[config.mk]
export PLATFORM = sky130hd
export DESIGN_NAME = life_step_engine
export DESIGN_NICKNAME = d
export VERILOG_FILES = /design/src/rtl/life_pkg.sv /design/src/rtl/life_neighbour_count.sv /design/src/rtl/life_step_engine.sv
export SDC_FILE = /design/constraint.sdc
export NUM_CORES = 1
export LEC_CHECK = 0
export CAP_MARGIN = 15
export CORE_UTILIZATION = 60
export CTS_CLUSTER_SIZE = 24
export DETAILED_ROUTE_END_ITERATION = 8
export GPL_TIMING_DRIVEN = 0
export MAX_ROUTING_LAYER = met4
export PLACE_DENSITY_LB_ADDON = 0.15
export SYNTH_ARGS = -nofsm -noshare
export SYNTH_HDL_FRONTEND = slang
export SYNTH_SLANG_ARGS = --single-unit
[constraint.sdc]
create_clock -name clock -period 9.2 [get_ports clock]
set_input_delay 1.38 -clock clock [delete_from_list [all_inputs] [get_ports clock]]
set_output_delay 1.38 -clock clock [all_outputs]
set_load 0.02 [all_outputs]
[src/rtl/life_pkg.sv]
// Shared types and Game-of-Life rule constants for the life step engine.
package life_pkg;

    typedef enum logic [2:0] {
        IDLE,
        SEED_PLOT,
        SCAN,
        COMMIT,
        DONE,
        WAIT_REL
    } life_state_e;

    localparam logic [3:0] RULE_BIRTH   = 4'd3;
    localparam logic [3:0] RULE_SURV_LO = 4'd2;
    localparam logic [3:0] RULE_SURV_HI = 4'd3;
    localparam logic [2:0] COL_DEAD     = 3'b000;

    // B3/S23: birth on exactly three neighbours, survival on two or three.
    function automatic logic next_alive(input logic alive, input logic [3:0] cnt);
        return (cnt == RULE_BIRTH) ||
               (alive && (cnt >= RULE_SURV_LO) && (cnt <= RULE_SURV_HI));
    endfunction

endpackage

[src/rtl/life_neighbour_count.sv]
// Counts the live neighbours of one cell on a toroidal grid (purely combinational).
module life_neighbour_count #(
    parameter int GRID_W = 8,
    parameter int GRID_H = 8,
    parameter int X_BITS = 3,
    parameter int Y_BITS = 3
) (
    input  logic [GRID_W*GRID_H-1:0] grid,
    input  logic [X_BITS-1:0]        x,
    input  logic [Y_BITS-1:0]        y,
    output logic [3:0]               count
);

    logic [X_BITS-1:0] xs [3];
    logic [Y_BITS-1:0] ys [3];

    // Power-of-two dimensions let plain modular add/subtract provide the wrap.
    always_comb begin
        xs[0] = x - X_BITS'(1);
        xs[1] = x;
        xs[2] = x + X_BITS'(1);
        ys[0] = y - Y_BITS'(1);
        ys[1] = y;
        ys[2] = y + Y_BITS'(1);
        count = '0;
        for (int j = 0; j < 3; j++) begin
            for (int i = 0; i < 3; i++) begin
                if (!(i == 1 && j == 1)) begin
                    count = count + {3'b000, grid[{ys[j], xs[i]}]};
                end
            end
        end
    end

endmodule

[src/rtl/life_step_engine.sv]
// Game-of-Life datapath: seeds the cell grid from the control FSM and runs one
// toroidal generation per draw request, plotting every cell to the VGA port.
module life_step_engine
    import life_pkg::*;
#(
    parameter int         GRID_W    = 8,
    parameter int         GRID_H    = 8,
    parameter int         X_BITS    = 3,
    parameter int         Y_BITS    = 3,
    parameter logic [2:0] ALIVE_COL = 3'b010
) (
    input  logic              clock,
    input  logic              reset,
    input  logic [7:0]        data_in,
    input  logic              ldX,
    input  logic              ldY,
    input  logic              draw,
    output logic              stop,
    output logic              busy,
    output logic              plot,
    output logic [X_BITS-1:0] plot_x,
    output logic [Y_BITS-1:0] plot_y,
    output logic [2:0]        plot_colour
);

    localparam int CELLS    = GRID_W * GRID_H;
    localparam int IDX_BITS = X_BITS + Y_BITS;
    localparam logic [IDX_BITS-1:0] LAST_IDX = IDX_BITS'(CELLS - 1);

    life_state_e state, next_state;

    logic [IDX_BITS-1:0] idx;
    logic [X_BITS-1:0]   x_reg;
    logic [Y_BITS-1:0]   y_reg;
    logic [CELLS-1:0]    grid;
    logic [CELLS-1:0]    next_grid;

    logic [X_BITS-1:0]   scan_x;
    logic [Y_BITS-1:0]   scan_y;
    logic [X_BITS-1:0]   ld_x;
    logic [Y_BITS-1:0]   ld_y;
    logic [3:0]          count;
    logic                next_val;
    logic                data_unused;

    assign scan_x      = idx[X_BITS-1:0];
    assign scan_y      = idx[IDX_BITS-1:X_BITS];
    assign ld_x        = data_in[X_BITS-1:0];
    assign ld_y        = data_in[Y_BITS-1:0];
    assign data_unused = ^data_in;

    life_neighbour_count #(
        .GRID_W (GRID_W),
        .GRID_H (GRID_H),
        .X_BITS (X_BITS),
        .Y_BITS (Y_BITS)
    ) u_count (
        .grid  (grid),
        .x     (scan_x),
        .y     (scan_y),
        .count (count)
    );

    assign next_val = next_alive(grid[idx], count);

    always_ff @(posedge clock or posedge reset) begin
        if (reset) begin
            state <= IDLE;
        end else begin
            state <= next_state;
        end
    end

    // Cells are evaluated against the current grid; next_grid only becomes
    // visible at COMMIT so the whole generation sees a consistent snapshot.
    always_ff @(posedge clock or posedge reset) begin
        if (reset) begin
            idx       <= '0;
            x_reg     <= '0;
            y_reg     <= '0;
            grid      <= '0;
            next_grid <= '0;
        end else begin
            case (state)
                IDLE: begin
                    if (ldX) begin
                        x_reg <= ld_x;
                    end else if (ldY) begin
                        y_reg                <= ld_y;
                        grid[{ld_y, x_reg}]  <= ~grid[{ld_y, x_reg}];
                    end else if (draw) begin
                        idx <= '0;
                    end
                end
                SCAN: begin
                    next_grid[idx] <= next_val;
                    idx            <= idx + IDX_BITS'(1);
                end
                COMMIT: begin
                    grid <= next_grid;
                end
                default: ;
            endcase
        end
    end

    // Outputs decode only registered state, so no input reaches an output combinationally.
    always_comb begin
        next_state  = state;
        stop        = 1'b0;
        busy        = 1'b0;
        plot        = 1'b0;
        plot_x      = '0;
        plot_y      = '0;
        plot_colour = COL_DEAD;
        case (state)
            IDLE: begin
                if (ldX) begin
                    next_state = IDLE;
                end else if (ldY) begin
                    next_state = SEED_PLOT;
                end else if (draw) begin
                    next_state = SCAN;
                end
            end
            SEED_PLOT: begin
                busy        = 1'b1;
                plot        = 1'b1;
                plot_x      = x_reg;
                plot_y      = y_reg;
                plot_colour = grid[{y_reg, x_reg}] ? ALIVE_COL : COL_DEAD;
                next_state  = IDLE;
            end
            SCAN: begin
                busy        = 1'b1;
                plot        = 1'b1;
                plot_x      = scan_x;
                plot_y      = scan_y;
                plot_colour = next_val ? ALIVE_COL : COL_DEAD;
                if (idx == LAST_IDX) begin
                    next_state = COMMIT;
                end
            end
            COMMIT: begin
                busy       = 1'b1;
                next_state = DONE;
            end
            DONE: begin
                busy       = 1'b1;
                stop       = 1'b1;
                next_state = WAIT_REL;
            end
            WAIT_REL: begin
                if (!draw) begin
                    next_state = IDLE;
                end
            end
            default: next_state = IDLE;
        endcase
    end

endmodule

==> impl_metrics.yaml, run 1 <==
setup_path:
  crit_family: "adder cells"
  cp_num_buf_inv: 7
  crit_type: "flop to output port"
  critPathMaxStageDelay_ps: 640
  crit_path_end_kind: "output port"
  reg2reg_slack_ps: 2630
  path_common_cell: "fa_1"
  cp.required_ps: 7820
  cp_max_fo: 10
  path_cells: "buf_4, inv_1, ha_1, clkbuf_2, mux4_2, mux2i_1, mux4_2, ha_1, fa_1, inv_1, fa_1, fa_1, fa_1, nor3_1, mux2i_1, nor2_1, o31ai_1, buf_2, buf_4, o2bb2ai_1, clkdlybuf4s50_1"
  startpoint_type: "flop"
  worst_path_max_delay_cell: "clkdlybuf4s50_1"
  cp_data_arrival_time_ps: 7460
synth:
  synth_compound_area_share_pct: 28.77
  synth_mux_area_share_pct: 17.14
  yosysSeqAreaShare_pct: 37.37
  synth_edf_count: 0
  ys_async_sr_fraction_pct: 100.0
  syn_inst: 1032
  ys_ff_latch: 143
  synth_simple_gate_area_share_pct: 8.846
  syn_area_um2: 9575
  ys_types: 57
  postSynthAreaPerCell_um2: 9.279
  synth_xor_area_share_pct: 0.8232
  yosys_warnings: 0
  synthFlopType: "dfrtp_1"
  synth_top_family_by_area: "compound AO/OA/AOI/OAI gates"
  synthAdderAreaFrac_pct: 1.751
floorplanning:
  die_width_um: 128.3
  io-pin-count: 25
  dieArea_um2: 16470
  start_util_pct: 62.30
  core_area_um2: 15370
  dieHeight_um: 128.3
  rows: 45
grt:
  grt_max_degree: 88
  met2_usage_pct: 65.44
  grt_use_met3_pct: 11.60
  antenna_found_initial: 1
  grt_pass1_vias: 8798
  met1_usage_pct: 56.63
  grt_util_all_layers_pct: 44.28
  grt_pass1_wl_mm: 51.69
  busiest_layer: "met2"
  overflow: 0
detailed_routing:
  wl_per_cell_um: 26.10
  detail-route-antenna-nets: 0
  vias_per_cell: 7.236
  vias: 9342
  drc: 0
  drt_first_pass_iters: 7
  wl_mm: 33.69
  drt_iter0_markers: 1241
clocking:
  root_buffer: "clkbuf_16"
  cts_num_sinks: 143
  cts_tree: "done"
  post_cts.repair.setup_buffers: 0
  clockBufferDepth: 2
  cts_made_buffers: 17
  cts_resized: 1
  clock_latency_ps: 420
  cts_max_level: 4
  hold_buffers: 0
  clk_pin_slew_ps: 60
timing:
  final-hold-violation-count: 0
  rsz0062_at_grt: "false"
  period_share_pct: 96.04
  drv_slew: 0
  tightest_slew_ps: 1193
  fin_crit_ps: 8836
  skew_ps: 6.536
  setup_viol: 0
  setup_tns_ps: 0
  slew_headroom_pct: 19.88
  clock.fmax_mhz: 113.2
placed_design:
  place_hpwl_mm: 25.28
  numPortBuffers: 14
  place_congestion: 1.015
cells_and_area:
  final_common_cell: "o21ai_0"
  syn_to_final_growth_pct: 10.58
  layout_common_cells: "o21ai_0, dfrtp_1, a21oi_1"
  drive_gt1_share_pct: 10.47
  finish.net_count: 1090
  largestRegisters: "grid x64, next_grid x64, idx x6"
  fillers: 1315
outcome:
  status: "completed"
hold_path:
  hp-class: "flop to flop"
run:
  maxCapViolations: 0
-- layer usage --
metal,routed length (µm),up-vias,part of all wire (%)
met3,3835,121,11
met2,15170,626,45
li1,-,4031,-
met5,0,-,0
met4,1678,0,5.0
met1,13010,4564,39
-- final cells by class --
class | instances | area, µm² | share of cell area [%]
Sequential cell | 143 | 3578 | 33.79
Antenna cell | 1 | 2.502 | 0.02363
Clock inverter | 13 | 138.9 | 1.312
Buffer | 97 | 437.9 | 4.136
Clock buffer | 19 | 432.9 | 4.088
Inverter | 17 | 68.82 | 0.6499
Tap cell | 211 | 264.0 | 2.493
Multi-Input combinational cell | 775 | 5498 | 51.92
Timing Repair Buffer | 15 | 167.7 | 1.583
-- through the flow --
| stage | cell area [µm²] | hold slack [ps] | util (%) | std cells | worst slack (ps) |
|---|---|---|---|---|---|
| finish | 10590 | 515.1 | 68.89 | 1291 | 363.9 |
| global route | 10590 | 539.0 | 68.89 | 1291 | 214.9 |
| CTS | 10590 | 516.5 | 68.89 | 1291 | 152.2 |
| detailed placement | 10020 | 503.3 | 65.16 | 1259 | 385.7 |
| global placement | 9983 | 496.7 | 64.95 | 1258 | 530.9 |
| floorplan | 9579 | 475.8 | - | 1033 | 2106 |
-- worst min-delay path: stages, from the launching register on --
cell     delay (ps)
dfrtp_1         340
o21ai_0          80
o31ai_1          60
-- path summary, 6_finish.rpt --
kind | to | startpoint | depth (start not counted)
worst max-delay path | plot_colour[1] | idx[0] | 21
worst min-delay path | next_grid[23] | next_grid[23] | 2
worst max register to register | next_grid[30] | idx[0] | 20
worst min register to register | next_grid[23] | next_grid[23] | 2
max in group asynchronous | grid[11] | reset | 3
min in group asynchronous | next_grid[6] | reset | 2
-- cell families after synthesis --
group                      count (synthesis)
AOI/OAI and AO/OA                        458
xor gates and xnor gates                   6
adders and majority gates                 11
buffers and inverters                    115
DFF                                      143
muxes                                    115
other                                      1
and+or+nand+nor                          183
-- cell usage after synthesis, drive strengths merged, types with 2 or more instances --
cell,number,area [µm²]
a211oi,2,15.01
a21oi,112,560.5
a221o,2,20.02
a221oi,4,35.03
a22o,3,26.28
a22oi,35,262.8
a31oi,33,206.5
a32oi,2,17.52
and2,4,25.02
and3,2,12.51
buf,28,176.4
clkbuf,70,262.8
clkinv,2,7.510
dfrtp,143,3578
fa,4,80.08
ha,7,87.58
inv,15,56.31
mux2,22,247.7
mux2i,56,560.5
mux4,37,833.3
nand2,51,191.4
nand2b,5,31.28
nand3,20,100.1
nand3b,4,30.03
nor2,63,236.5
nor2b,11,68.82
nor3,11,65.06
nor3b,2,15.01
o211ai,4,30.03
o21ai,147,735.7
o22ai,17,106.4
o31ai,89,668.1
or3,5,31.28
or3b,2,17.52
xnor2,3,33.79
xor2,3,45.05
Power of run 1 is not shown: default switching activity piles up to over one toggle a cycle in this logic, so the estimate is an artifact.
==> run 2, diff against run 1 <==
--- a/config.mk
+++ b/config.mk
@@ -11,7 +11,7 @@
 export DETAILED_ROUTE_END_ITERATION = 8
 export GPL_TIMING_DRIVEN = 0
 export MAX_ROUTING_LAYER = met4
-export PLACE_DENSITY_LB_ADDON = 0.15
+export PLACE_DENSITY = 0.88
 export SYNTH_ARGS = -nofsm -noshare
 export SYNTH_HDL_FRONTEND = slang
 export SYNTH_SLANG_ARGS = --single-unit
==> run 2 against run 1 <==
Non-clock buffer count stayed put. Core utilization is 0.19 points higher. Die area stayed put. Hold slack better by 5.2 ps. Cell area is 0.27% higher. Clock-buffer cell count is 1 lower. Global-route usage is 0.62 points lower. Via count is 1.0% higher. Register-to-register slack worse by 90 ps. Final cell count hardly changed. First-iteration DRC count is 0.40% lower.
==> impl_metrics.yaml, run 2 (synthesis gave the netlist of run 1 again) <==
setup_path:
  cp_max_fo: 10
  path_common_cell: "fa_1"
  crit_path_end_kind: "output port"
  crit_type: "flop to output port"
  startpoint_type: "flop"
  cp_num_buf_inv: 7
  path_cells: "clkbuf_1, inv_2, ha_1, clkbuf_2, mux4_2, mux2i_1, mux4_2, ha_1, fa_1, inv_1, fa_1, fa_1, fa_1, nor3_1, mux2i_1, nor2_1, o31ai_1, buf_2, buf_4, o2bb2ai_1, clkdlybuf4s50_1"
  crit_family: "adder cells"
  reg2regPathDepth: 20
  crit_cells: 21
  worst_path_max_delay_cell: "clkdlybuf4s50_1"
  cp_data_arrival_time_ps: 7540
  critPathMaxStageDelay_ps: 640
  cp.required_ps: 7820
timing:
  drv_slew: 0
  period_share_pct: 96.99
  skew_ps: 7.940
  final-hold-violation-count: 0
  clock.fmax_mhz: 112.1
  slew_headroom_pct: 17.04
  setup_tns_ps: 0
  fin_crit_ps: 8923
  tightest_slew_ps: 1235
  setup_viol: 0
  rsz0062_at_grt: "false"
grt:
  grt_max_degree: 98
  antenna_found_initial: 0
  grt_pass1_vias: 8865
  overflow: 0
  grt_util_all_layers_pct: 43.66
  grt_pass1_wl_mm: 51.41
placed_design:
  place_area_um2: 10020
  place_congestion: 1.026
  numPortBuffers: 14
  place_hpwl_mm: 24.76
detailed_routing:
  wl_mm: 33.35
  vias: 9438
  wl_per_cell_um: 25.85
  vias_per_cell: 7.316
  drt_first_pass_iters: 7
  drt_iter0_markers: 1236
  detail-route-antenna-nets: 0
  drc: 0
cells_and_area:
  finish.net_count: 1090
  final_common_cell: "o21ai_0"
  diodes: 0
  syn_to_final_growth_pct: 10.88
  largestRegisters: "grid x64, next_grid x64, idx x6"
  fillers: 1220
  layout_common_cells: "o21ai_0, dfrtp_1, a21oi_1"
  drive_gt1_share_pct: 10.57
  stdcell_area_um2: 10620
clocking:
  cts_num_sinks: 143
  root_buffer: "clkbuf_16"
  cts_made_buffers: 17
  clock_latency_ps: 430
  hold_buffers: 0
  cts_max_level: 4
  post_cts.repair.setup_buffers: 0
  clockBufferDepth: 2
  cts_tree: "done"
  clk_pin_slew_ps: 60
hold_path:
  hp-class: "flop to flop"
  hold_depth: 2
floorplanning:
  io-pin-count: 25
  dieArea_um2: 16470
  dieHeight_um: 128.3
  core_area_um2: 15370
  start_util_pct: 62.30
  rows: 45
  die_width_um: 128.3
outcome:
  status: "completed"
run:
  maxCapViolations: 0
-- run 2: changes by cell type in the layout (fill, tap and decap cells not counted), sizes merged --
| cell | change |
|---|---|
| diode | -1 |
| clkinv | +3 |
| clkinvlp | -3 |
| clkbuf | -1 |
| bufinv | +1 |
-- run 2: path summary, 6_finish.rpt --
kind | endpoint | start | slack [ps]
worst max-delay path | plot_colour[1] | idx[1] | 280
worst min-delay path | next_grid[23] | next_grid[23] | 520
worst max register to register | next_grid[3] | idx[1] | 2540
worst min register to register | next_grid[23] | next_grid[23] | 520
max in group asynchronous | x_reg[0] | reset | 7020
min in group asynchronous | next_grid[2] | reset | 1350
-- run 2: cell type report --
type                    count  area (µm²)  area share [%]
well taps                 211       264.0           2.486
plain buffers              97       436.7           4.113
clock buffers              18       439.2           4.136
inverters                  17       68.82          0.6481
repair buffers             15       167.7           1.579
clock inverters            14       165.2           1.555
flip-flops and latches    143        3578           33.70
multi-input cells         775        5498           51.78
-- run 2: what timing repair did --
action | in CTS | in global routing
setup endpoints to repair | 1 | 1
gates cloned | 0 | 0
resized for setup | 1 | 0
-- run 2: per-layer routing --
metal,share of wire [%],global-route usage [%],vias to the layer above
met5,0,-,-
li1,-,-,4029
met2,45,65.34,723
met1,36,54.31,4503
met4,5.4,23.25,0
met3,13,11.64,183
-- run 2: metrics by stage --
step	std cells	hold slack (ps)	util, %	setup WS, ps
after detailed placement	1259	502.5	65.16	444.2
final	1290	520.2	69.08	276.6
after global routing	1290	554.6	69.08	45.09
after global placement	1258	494.1	64.95	559.3
after CTS	1291	515.9	69.10	222.8
after floorplan	1033	475.8	-	2106
-- run 2: worst register-to-register path, cell delays in order, from the launching register on --
cell      delay, ps
dfrtp_1         410
clkbuf_1        360
inv_2           190
ha_1            560
clkbuf_2        380
mux4_2          330
mux2i_1         120
mux4_2          490
ha_1            310
fa_1            540
inv_1            60
fa_1            510
fa_1            480
fa_1            400
nor3_1          190
mux2i_1          90
nor2_1          140
o31ai_1         220
buf_2           260
buf_4           210
o31ai_1         290
Power of run 2 is left out for the same reason.
